`config.mk`:
```
export PLATFORM = sky130hd
export DESIGN_NAME = esm_issue_select
export DESIGN_NICKNAME = d
export VERILOG_FILES = /design/src/rtl/esm_pkg.sv /design/src/rtl/esm_rr_pick.sv /design/src/rtl/esm_issue_select.sv
export SDC_FILE = /design/constraint.sdc
export NUM_CORES = 1
export LEC_CHECK = 0
export ABC_AREA = 1
export CAP_MARGIN = 10
export CORE_UTILIZATION = 57
export CTS_CLUSTER_SIZE = 20
export DETAILED_ROUTE_END_ITERATION = 10
export GPL_TIMING_DRIVEN = 0
export PLACE_DENSITY = 0.85
export SKIP_LAST_GASP = 1
export SLEW_MARGIN = 0
export SYNTH_ARGS = -nofsm -noshare
export SYNTH_HDL_FRONTEND = slang
export SYNTH_SLANG_ARGS = --single-unit
```
`constraint.sdc`:
```
create_clock -name clk -period 4.96 [get_ports clk]
set_input_delay 1.488 -clock clk [delete_from_list [all_inputs] [get_ports clk]]
set_output_delay 1.488 -clock clk [all_outputs]
set_load 0.1 [all_outputs]
```
`src/rtl/esm_pkg.sv`:
```
// Shared types and sizing for the ESM issue-select slice.
package esm_pkg;

    localparam int BS_DEFAULT = 16;
    localparam int IW         = $clog2(BS_DEFAULT);

    typedef enum logic [1:0] {
        FREE   = 2'd0,
        SETTLE = 2'd1,
        WAIT   = 2'd2,
        ISSUED = 2'd3
    } slot_state_t;

endpackage

```
`src/rtl/esm_rr_pick.sv`:
```
// Rotating-priority picker: first set request at or after base, wrapping around.
module esm_rr_pick #(
    parameter int bs    = 16,
    parameter int IDX_W = $clog2(bs)
) (
    input  logic [0:bs-1]      req,
    input  logic [IDX_W-1:0]   base,
    output logic               grant_valid,
    output logic [IDX_W-1:0]   grant_index
);

    logic [0:bs-1]    rot;
    logic [IDX_W-1:0] offset;

    // rot[k] is the request of the slot k positions after base
    generate
        for (genvar gi = 0; gi < bs; gi++) begin : g_rot
            assign rot[gi] = req[base + IDX_W'(gi)];
        end
    endgenerate

    always_comb begin
        grant_valid = 1'b0;
        offset      = '0;
        for (int k = bs - 1; k >= 0; k--) begin
            if (rot[k]) begin
                grant_valid = 1'b1;
                offset      = IDX_W'(k);
            end
        end
    end

    assign grant_index = base + offset;

endmodule

```
`src/rtl/esm_issue_select.sv`:
```
// Slot allocator and oldest-first issue selector sitting behind the ESM dependency core.
module esm_issue_select
    import esm_pkg::*;
#(
    parameter int bs    = BS_DEFAULT,
    parameter int CNT_W = $clog2(bs) + 1
) (
    input  logic                    clk,
    input  logic                    rst,
    input  logic                    alloc_valid,
    output logic                    alloc_ready,
    output logic [$clog2(bs)-1:0]   buffer_index,
    output logic [0:bs-1]           valid_entries,
    input  logic [0:bs-1]           independent_instr,
    output logic                    issue_valid,
    input  logic                    issue_ready,
    output logic [$clog2(bs)-1:0]   issue_index,
    input  logic                    done_valid,
    input  logic [$clog2(bs)-1:0]   done_index,
    output logic [CNT_W-1:0]        occupancy,
    output logic                    err_bad_done
);

    localparam int IDX_W = $clog2(bs);

    slot_state_t      state_reg  [bs];
    slot_state_t      state_next [bs];
    logic [0:bs-1]    valid_entries_reg;
    logic [0:bs-1]    eligible;
    logic [IDX_W-1:0] head_reg, tail_reg;
    logic             issue_valid_reg;
    logic [IDX_W-1:0] issue_index_reg;
    logic [CNT_W-1:0] occupancy_reg;
    logic             err_reg;

    logic             alloc_fire;
    logic             issue_fire;
    logic             issue_load;
    logic             done_ok;
    logic             grant_valid;
    logic [IDX_W-1:0] grant_index;

    assign alloc_ready = (state_reg[tail_reg] == FREE);
    assign alloc_fire  = alloc_valid & alloc_ready;
    assign issue_fire  = issue_valid_reg & issue_ready;
    assign issue_load  = ~issue_valid_reg | issue_fire;
    assign done_ok     = done_valid & (state_reg[done_index] == ISSUED);

    // Each state admits exactly one kind of event, so per-slot updates never collide.
    generate
        for (genvar gi = 0; gi < bs; gi++) begin : g_slot
            always_comb begin
                state_next[gi] = state_reg[gi];
                case (state_reg[gi])
                    FREE:    if (alloc_fire && tail_reg == IDX_W'(gi)) state_next[gi] = SETTLE;
                    SETTLE:  state_next[gi] = WAIT;
                    WAIT:    if (issue_fire && issue_index_reg == IDX_W'(gi)) state_next[gi] = ISSUED;
                    ISSUED:  if (done_ok && done_index == IDX_W'(gi)) state_next[gi] = FREE;
                    default: state_next[gi] = FREE;
                endcase
            end

            // The slot firing now must not be picked again for the next issue.
            assign eligible[gi] = (state_reg[gi] == WAIT) && independent_instr[gi]
                                  && !(issue_fire && issue_index_reg == IDX_W'(gi));

            always_ff @(posedge clk) begin
                if (rst) begin
                    state_reg[gi]         <= FREE;
                    valid_entries_reg[gi] <= 1'b0;
                end else begin
                    state_reg[gi]         <= state_next[gi];
                    valid_entries_reg[gi] <= (state_next[gi] != FREE);
                end
            end
        end
    endgenerate

    esm_rr_pick #(
        .bs    (bs),
        .IDX_W (IDX_W)
    ) u_pick (
        .req         (eligible),
        .base        (head_reg),
        .grant_valid (grant_valid),
        .grant_index (grant_index)
    );

    always_ff @(posedge clk) begin
        if (rst) begin
            head_reg        <= '0;
            tail_reg        <= '0;
            issue_valid_reg <= 1'b0;
            issue_index_reg <= '0;
            occupancy_reg   <= '0;
            err_reg         <= 1'b0;
        end else begin
            if (alloc_fire) begin
                tail_reg <= tail_reg + 1'b1;
            end
            // Head only steers priority, so a lagging head is harmless.
            if (state_reg[head_reg] == FREE && head_reg != tail_reg) begin
                head_reg <= head_reg + 1'b1;
            end
            if (issue_load) begin
                issue_valid_reg <= grant_valid;
                if (grant_valid) begin
                    issue_index_reg <= grant_index;
                end
            end
            occupancy_reg <= occupancy_reg + CNT_W'(alloc_fire) - CNT_W'(done_ok);
            if (done_valid && !done_ok) begin
                err_reg <= 1'b1;
            end
        end
    end

    assign buffer_index  = tail_reg;
    assign valid_entries = valid_entries_reg;
    assign issue_valid   = issue_valid_reg;
    assign issue_index   = issue_index_reg;
    assign occupancy     = occupancy_reg;
    assign err_bad_done  = err_reg;

endmodule

```
==> impl_results.md, run 1 <==
* CP required at 5.25 ns
* Die area at 0.009493 mm2
* Initial antenna violation count at 0
* Die W at 97.43 um
* Largest cells by area after synthesis: dfxtp_1, nand3_1, nand2_1
* Drt total wl at 17700 um
* Slew HR at 33.03%
* CTS Buffer Depth at 2
* Final worst slack at 0.1992 ns
* Wire per inst at 17.45 um
* Post-synthesis cell area at 0.005191 mm2
* Cells after Synth at 837
* Clock slew at reported path FFs at 0.09 ns
* Max-cap check violation count at 0
* Period utilization at 95.98%
* Layout Skew at 0.02182 ns
* Critical path's top delay family: simple AND/OR/NAND/NOR gates
* Pwr per Cell Area at 544.5 mW/mm2
* First-pass GRT wire length at 27760 um
* Post-synth top flop: dfxtp_1
* Ports at 57
* CTS tree: yes
* Final number of setup-violating endpoints at 0
* Buffers & Inverters on Critical Path at 2
* Maximum vdd drop at 0.4227 mV
* Half-perimeter wire length after placement at 14080 um
* Max stage delay on crit path at 0.50 ns
* Async set or reset register ratio after synthesis at 0%
* CP max stage cell: clkdlybuf4s50_1
* Class of the worst hold path: reg2reg
* Synth Register Bits at 75
* CTS Hold Bufs at 0
* Ant diodes at 0
* Inserted Clock Buffers at 9
* IO Port Bufs at 54
* Critical path endpoint category: register
* Synth top cells by count: nand3_1, nand2_1, nor2_1
* Yosys cell types at 41
* WS Path Type: in2reg
* Area after DPL at 0.005867 mm2
* Worst skew pair latency at 0.36 ns
* Number of synthesized flops with an enable pin at 0
* Total Routing Usage GR at 37.07%
* RSZ-0062 raised after global routing: yes
* Vias in the first global route at 5735
* Largest net degree at the start of global routing at 15
* Vias per cell at 6.011
* Pre-CTS setup slack at -0.1961 ns
* Most used cell, CP: nand2_1
* H-tree levels at 3
* Top-count cell post-synth: nand3_1
* # nets final at 948
* Worst endpoint data arrival time at 5.05 ns
* Total grt overflow at 0
* Pins Over Slew Limit at 0
* Worst-path maximum fanout at 4
* FMAX at 210.0 MHz
* Core box area at 0.008763 mm2
* GPL Wtd Cong at 1.013
* DIE HEIGHT at 97.43 um
* Via count at 6095
* Area Overhead vs Synth at 17.88%
* Synth Area per Inst at 6.202 um2
* Pleak at 0.002677 uW
* Status: finished, final reports clean
* Initial Util at 59.24%
* Fin crit period at 4.761 ns
* CTS Sinks at 75
* Synth area leader: dfxtp_1
* Finished Cell Area at 0.006120 mm2
* Post-synth top area share at 28.92%
* Hold Fails Final Rpt at 0
* Iteration-0 DRC Markers at 721
* # rows at 34
* Critical Path Start Type: primary input
* Drt pass-1 iters at 6
* Number of routed nets with antenna violations at 0
* Synth warn at 0
* Syn nets at 883
* Residual DRC at 0
* Slew @ Worst Pin at 1.001 ns
* Layout cells sized above 1 at 5.629%
* Sequential cell area fraction in the yosys report at 28.92%
* CTS Root Buffer Type: clkbuf_8
[area by class of cell]
class	count	area (um2)
multi-input combinational	615	3147
fill	773	2644
sequential	75	1501
timing repair buffer	54	540.5
inverter	126	473.0
clock buffer	10	137.6
tap	108	135.1
buffer	21	100.1
clock inverter	5	85.08
[cells in the final DEF, fill, tap and decap left out, types with 2 or more instances in the layout]
| master | n |
|---|---|
| o221ai_1 | 3 |
| clkbuf_1 | 10 |
| xnor2_1 | 7 |
| nand4_1 | 4 |
| nand3b_1 | 3 |
| buf_2 | 8 |
| nor2_1 | 124 |
| nor2_2 | 5 |
| a21oi_1 | 57 |
| ha_1 | 19 |
| clkinv_1 | 2 |
| inv_2 | 9 |
| nor3_1 | 28 |
| o22ai_1 | 11 |
| o21ai_0 | 51 |
| clkbuf_8 | 10 |
| nand3_2 | 2 |
| bufinv_16 | 2 |
| a21oi_2 | 2 |
| xor2_1 | 7 |
| a31oi_1 | 8 |
| o21ai_1 | 4 |
| fa_1 | 2 |
| clkdlybuf4s50_1 | 54 |
| a22oi_1 | 2 |
| nand2_1 | 123 |
| nor2_4 | 2 |
| inv_1 | 115 |
| dfxtp_1 | 75 |
| a21o_1 | 2 |
| nand2_2 | 3 |
| o21ai_2 | 2 |
| o21a_1 | 6 |
| and3_1 | 4 |
| nand3_1 | 126 |
[repair_timing]
item / CTS / global route
buffers inserted: 0 / 0
endpoints found under the setup margin: 0 / 3
gates resized for setup: 0 / 8
[power by group]
| group | internal (uW) | total [uW] | switching [uW] | leakage, uW |
|---|---|---|---|---|
| registers | 673 | 751 | 78.5 | 0.000611 |
| logic | 635 | 2040 | 1410 | 0.00196 |
| clock network | 297 | 540 | 243 | 0.000109 |
| total | 1610 | 3330 | 1730 | 0.00268 |
[metal layers]
metal  GRT usage [%]  part of all wire, %  vias to the layer above
met5               0                    0                        -
met4           15.27                  3.8                        0
met3           10.36                   12                       61
met2           58.31                   44                      397
met1           47.71                   40                     2743
li1                -                    -                     2894
[logic make-up (layout without fill, tap and decap cells)]
logic type	count (synthesis)	after routing	synth area share, %
compound gates	154	154	16.63
flops	75	75	28.92
fa+ha+maj	21	21	5.351
simple gates	426	426	35.70
xor+xnor	14	14	2.362
buf+inv	147	216	11.04
[final timing paths]
check | start | to | slack [ns] | cells past startpoint
setup / recovery | issue_ready | issue_index[2]$_SDFFE_PP0P_ | 0.20 | 29
hold reg to reg | err_bad_done$_SDFFE_PP0P_ | err_bad_done$_SDFFE_PP0P_ | 0.47 | 2
setup reg to reg | head_reg[1]$_SDFFE_PP0P_ | issue_index[2]$_SDFFE_PP0P_ | 0.49 | 30
hold / removal | err_bad_done$_SDFFE_PP0P_ | err_bad_done$_SDFFE_PP0P_ | 0.47 | 2
[tightest hold or removal path, cell delays in order, from the launching register on]
cell	delay (ns)
dfxtp_1	0.33
nor2_1	0.05
nor2_1	0.06
[per-stage QoR]
stage	utilization (%)	hold WS (ns)	TNS (ns)	power, uW	cells
2_1_floorplan	-	0.4967	0	2263	837
3_3_place_gp	66.95	0.4502	-0.08193	2651	999
3_5_place_dp	66.95	0.4556	-0.3123	2723	999
4_1_cts	69.49	0.4768	0	3259	1014
5_1_grt	69.83	0.5451	-0.07531	3570	1014
6_report	69.83	0.4719	0	3332	1014
(Power assumes the default switching activity.)
==> run 2, diff against run 1 <==
--- a/config.mk
+++ b/config.mk
@@ -8,7 +8,7 @@
 export ABC_AREA = 1
 export CAP_MARGIN = 10
 export CORE_UTILIZATION = 57
-export CTS_CLUSTER_SIZE = 20
+export CTS_CLUSTER_SIZE = 14
 export DETAILED_ROUTE_END_ITERATION = 10
 export GPL_TIMING_DRIVEN = 0
 export PLACE_DENSITY = 0.85
==> results of run 2 <==
The final DEF is identical to that of run 1; final timing and power are the same.
==> run 3, diff against run 2 <==
--- a/config.mk
+++ b/config.mk
@@ -11,7 +11,7 @@
 export CTS_CLUSTER_SIZE = 14
 export DETAILED_ROUTE_END_ITERATION = 10
 export GPL_TIMING_DRIVEN = 0
-export PLACE_DENSITY = 0.85
+export PLACE_DENSITY = 0.81
 export SKIP_LAST_GASP = 1
 export SLEW_MARGIN = 0
 export SYNTH_ARGS = -nofsm -noshare
==> run 3 against run 2 <==
- clock power decreased by 9.6%
- critical path depth increased by 1
- count of clock-buffer cells in the layout increased by 1
- total power increased by 0.13%
- sequential cell count unchanged
==> impl_results.md, run 3 (synthesis results as in run 1) <==
* Slew @ Worst Pin at 1.011 ns (+0.009652 ns)
* CTS Buffer Depth at 2 (unchanged)
* Hold Fails Final Rpt at 0 (unchanged)
* CP required at 5.24 ns (about the same)
* Vias per cell at 6.020 (+0.15%)
* Critical path endpoint category: register
* Die W at 97.43 um (unchanged)
* Via count at 6110 (+0.25%)
* FMAX at 214.3 MHz (+2.0%)
* Initial antenna violation count at 0 (unchanged)
* Ports at 57 (unchanged)
* Worst-path maximum fanout at 14 (+10)
* First-pass GRT wire length at 28080 um (+1.1%)
* Most used cell, CP: nand2_1
* Final number of setup-violating endpoints at 0 (unchanged)
* Pleak at 0.002688 uW (+0.42%)
* Period utilization at 94.10% (-1.9 points)
* Residual DRC at 0 (unchanged)
* Layout cells sized above 1 at 6.946% (+1.3 points)
* Met2 Usage GRT at 60.73% (+2.4 points)
* Worst endpoint data arrival time at 4.95 ns (-0.10 ns)
* Half-perimeter wire length after placement at 14210 um (+0.92%)
* Drt total wl at 18090 um (+2.2%)
* Max stage delay on crit path at 0.55 ns (+0.05 ns)
* Inserted Clock Buffers at 9 (unchanged)
* Met1 Use GR at 49.71% (+2.0 points)
* Fin crit period at 4.667 ns (-0.09352 ns)
* Wire per inst at 17.82 um (+2.1%)
* Vias in the first global route at 5668 (-1.2%)
* Maximum vdd drop at 0.4972 mV (+18%)
* WS Path Type: reg2reg
* # rows at 34 (unchanged)
* Initial Util at 59.24% (unchanged)
* GR Util met3 at 9.424% (-0.94 points)
* H-tree levels at 3 (unchanged)
* DIE HEIGHT at 97.43 um (unchanged)
* CTS Root Buffer Type: clkbuf_8
* Ant diodes at 0 (unchanged)
* Number of routed nets with antenna violations at 0 (unchanged)
* CTS tree: yes
* Core Util, Final at 70.25% (+0.41 points)
* Die area at 0.009493 mm2 (unchanged)
* Critical Path Start Type: register
* GPL Wtd Cong at 1.035 (+2.1%)
* Class of the worst hold path: reg2reg
* Area Overhead vs Synth at 18.58%
* Max-cap check violation count at 0 (unchanged)
* Iteration-0 DRC Markers at 539 (-25%)
* Total grt overflow at 0 (unchanged)
* Busiest grt layer: met2
* Postcts setup bufs at 0 (unchanged)
* Setup tns final at 0 ns (unchanged)
* Pins Over Slew Limit at 0 (unchanged)
* Core box area at 0.008763 mm2 (unchanged)
* Status: finished, final reports clean
* Most frequent cells in the layout: nor2_1, nand2_1, nand3_1, inv_1, dfxtp_1
* CP max stage cell: clkbuf_1
* Drt pass-1 iters at 7 (+1)
* Layout Skew at 0.01091 ns (-0.01092 ns)
* Slew HR at 32.39% (-0.65 points)
* IO Port Bufs at 54 (unchanged)
* Total Routing Usage GR at 37.76% (+0.69 points)
* Pwr per Cell Area at 542.0 mW/mm2 (-0.46%)
* Pre-CTS setup slack at -0.2484 ns (-0.05238 ns)
* CTS Sinks at 75 (unchanged)
* Final worst slack at 0.2927 ns (+0.09351 ns)
* Largest net degree at the start of global routing at 15 (unchanged)
* Worst skew pair latency at 0.36 ns (about the same)
* Commonest non-fill, non-tap cell in the layout: nor2_1
* # nets final at 948 (unchanged)
* Clock slew at reported path FFs at 0.09 ns (about the same)
-- run 3: per-layer routing --
metal	part of all wire (%)	up-vias
met5	0	-
met4	2.3	0
met3	11	41
met2	45	356
met1	41	2808
li1	-	2905
-- run 3: final cells by class --
| cell class | count | area [um2] |
|---|---|---|
| Inverter | 126 | 475.5 |
| Multi-Input combinational cell | 615 | 3209 |
| Buffer | 21 | 100.1 |
| Clock buffer | 11 | 131.4 |
| Tap cell | 108 | 135.1 |
| Sequential cell | 75 | 1501 |
| Fill cell | 776 | 2608 |
| Clock inverter | 5 | 60.06 |
| Timing Repair Buffer | 54 | 543.0 |
-- run 3: worst paths after layout --
| path | end | slack [ns] | cells past startpoint | startpoint |
|---|---|---|---|---|
| worst min-delay path | err_bad_done$_SDFFE_PP0P_ | 0.53 | 2 | err_bad_done$_SDFFE_PP0P_ |
| worst max-delay path | issue_index[2]$_SDFFE_PP0P_ | 0.29 | 30 | head_reg[1]$_SDFFE_PP0P_ |
| worst min register to register | err_bad_done$_SDFFE_PP0P_ | 0.53 | 2 | err_bad_done$_SDFFE_PP0P_ |
| worst max register to register | issue_index[2]$_SDFFE_PP0P_ | 0.29 | 30 | head_reg[1]$_SDFFE_PP0P_ |
-- run 3: per-stage QoR --
step | instance area (um2) | total power [uW] | instances | hold WS [ns]
6_report | 6156 | 3336 | 1015 | 0.5290
5_1_grt | 6156 | 3557 | 1015 | 0.5640
4_1_cts | 6058 | 3215 | 1015 | 0.5285
3_5_place_dp | 5867 | 2734 | 999 | 0.5150
3_3_place_gp | 5867 | 2658 | 999 | 0.4489
2_1_floorplan | 5191 | 2263 | 837 | 0.4967
-- run 3: worst max-delay path: cells and delay by family, from the launching register on --
kind / cells / cell delay, ns
compound gates: 3 / 0.43
buf+inv: 5 / 1.33
fa+ha+maj: 3 / 0.96
flops: 1 / 0.45
simple gates: 18 / 1.24
xor+xnor: 1 / 0.18
-- run 3: repair_timing --
item                                   CTS  global route
setup endpoints to repair                0             3
endpoints found under the hold margin    0             0
gates resized for setup                  0            25
hold buffers                             0             0
-- run 3: where the power goes --
group          internal (uW)  total (uW)  switching [uW]
Sequential               673         755            82.2
Clock                    236         488             252
Combinational            647        2090            1450
Total                   1560        3340            1780
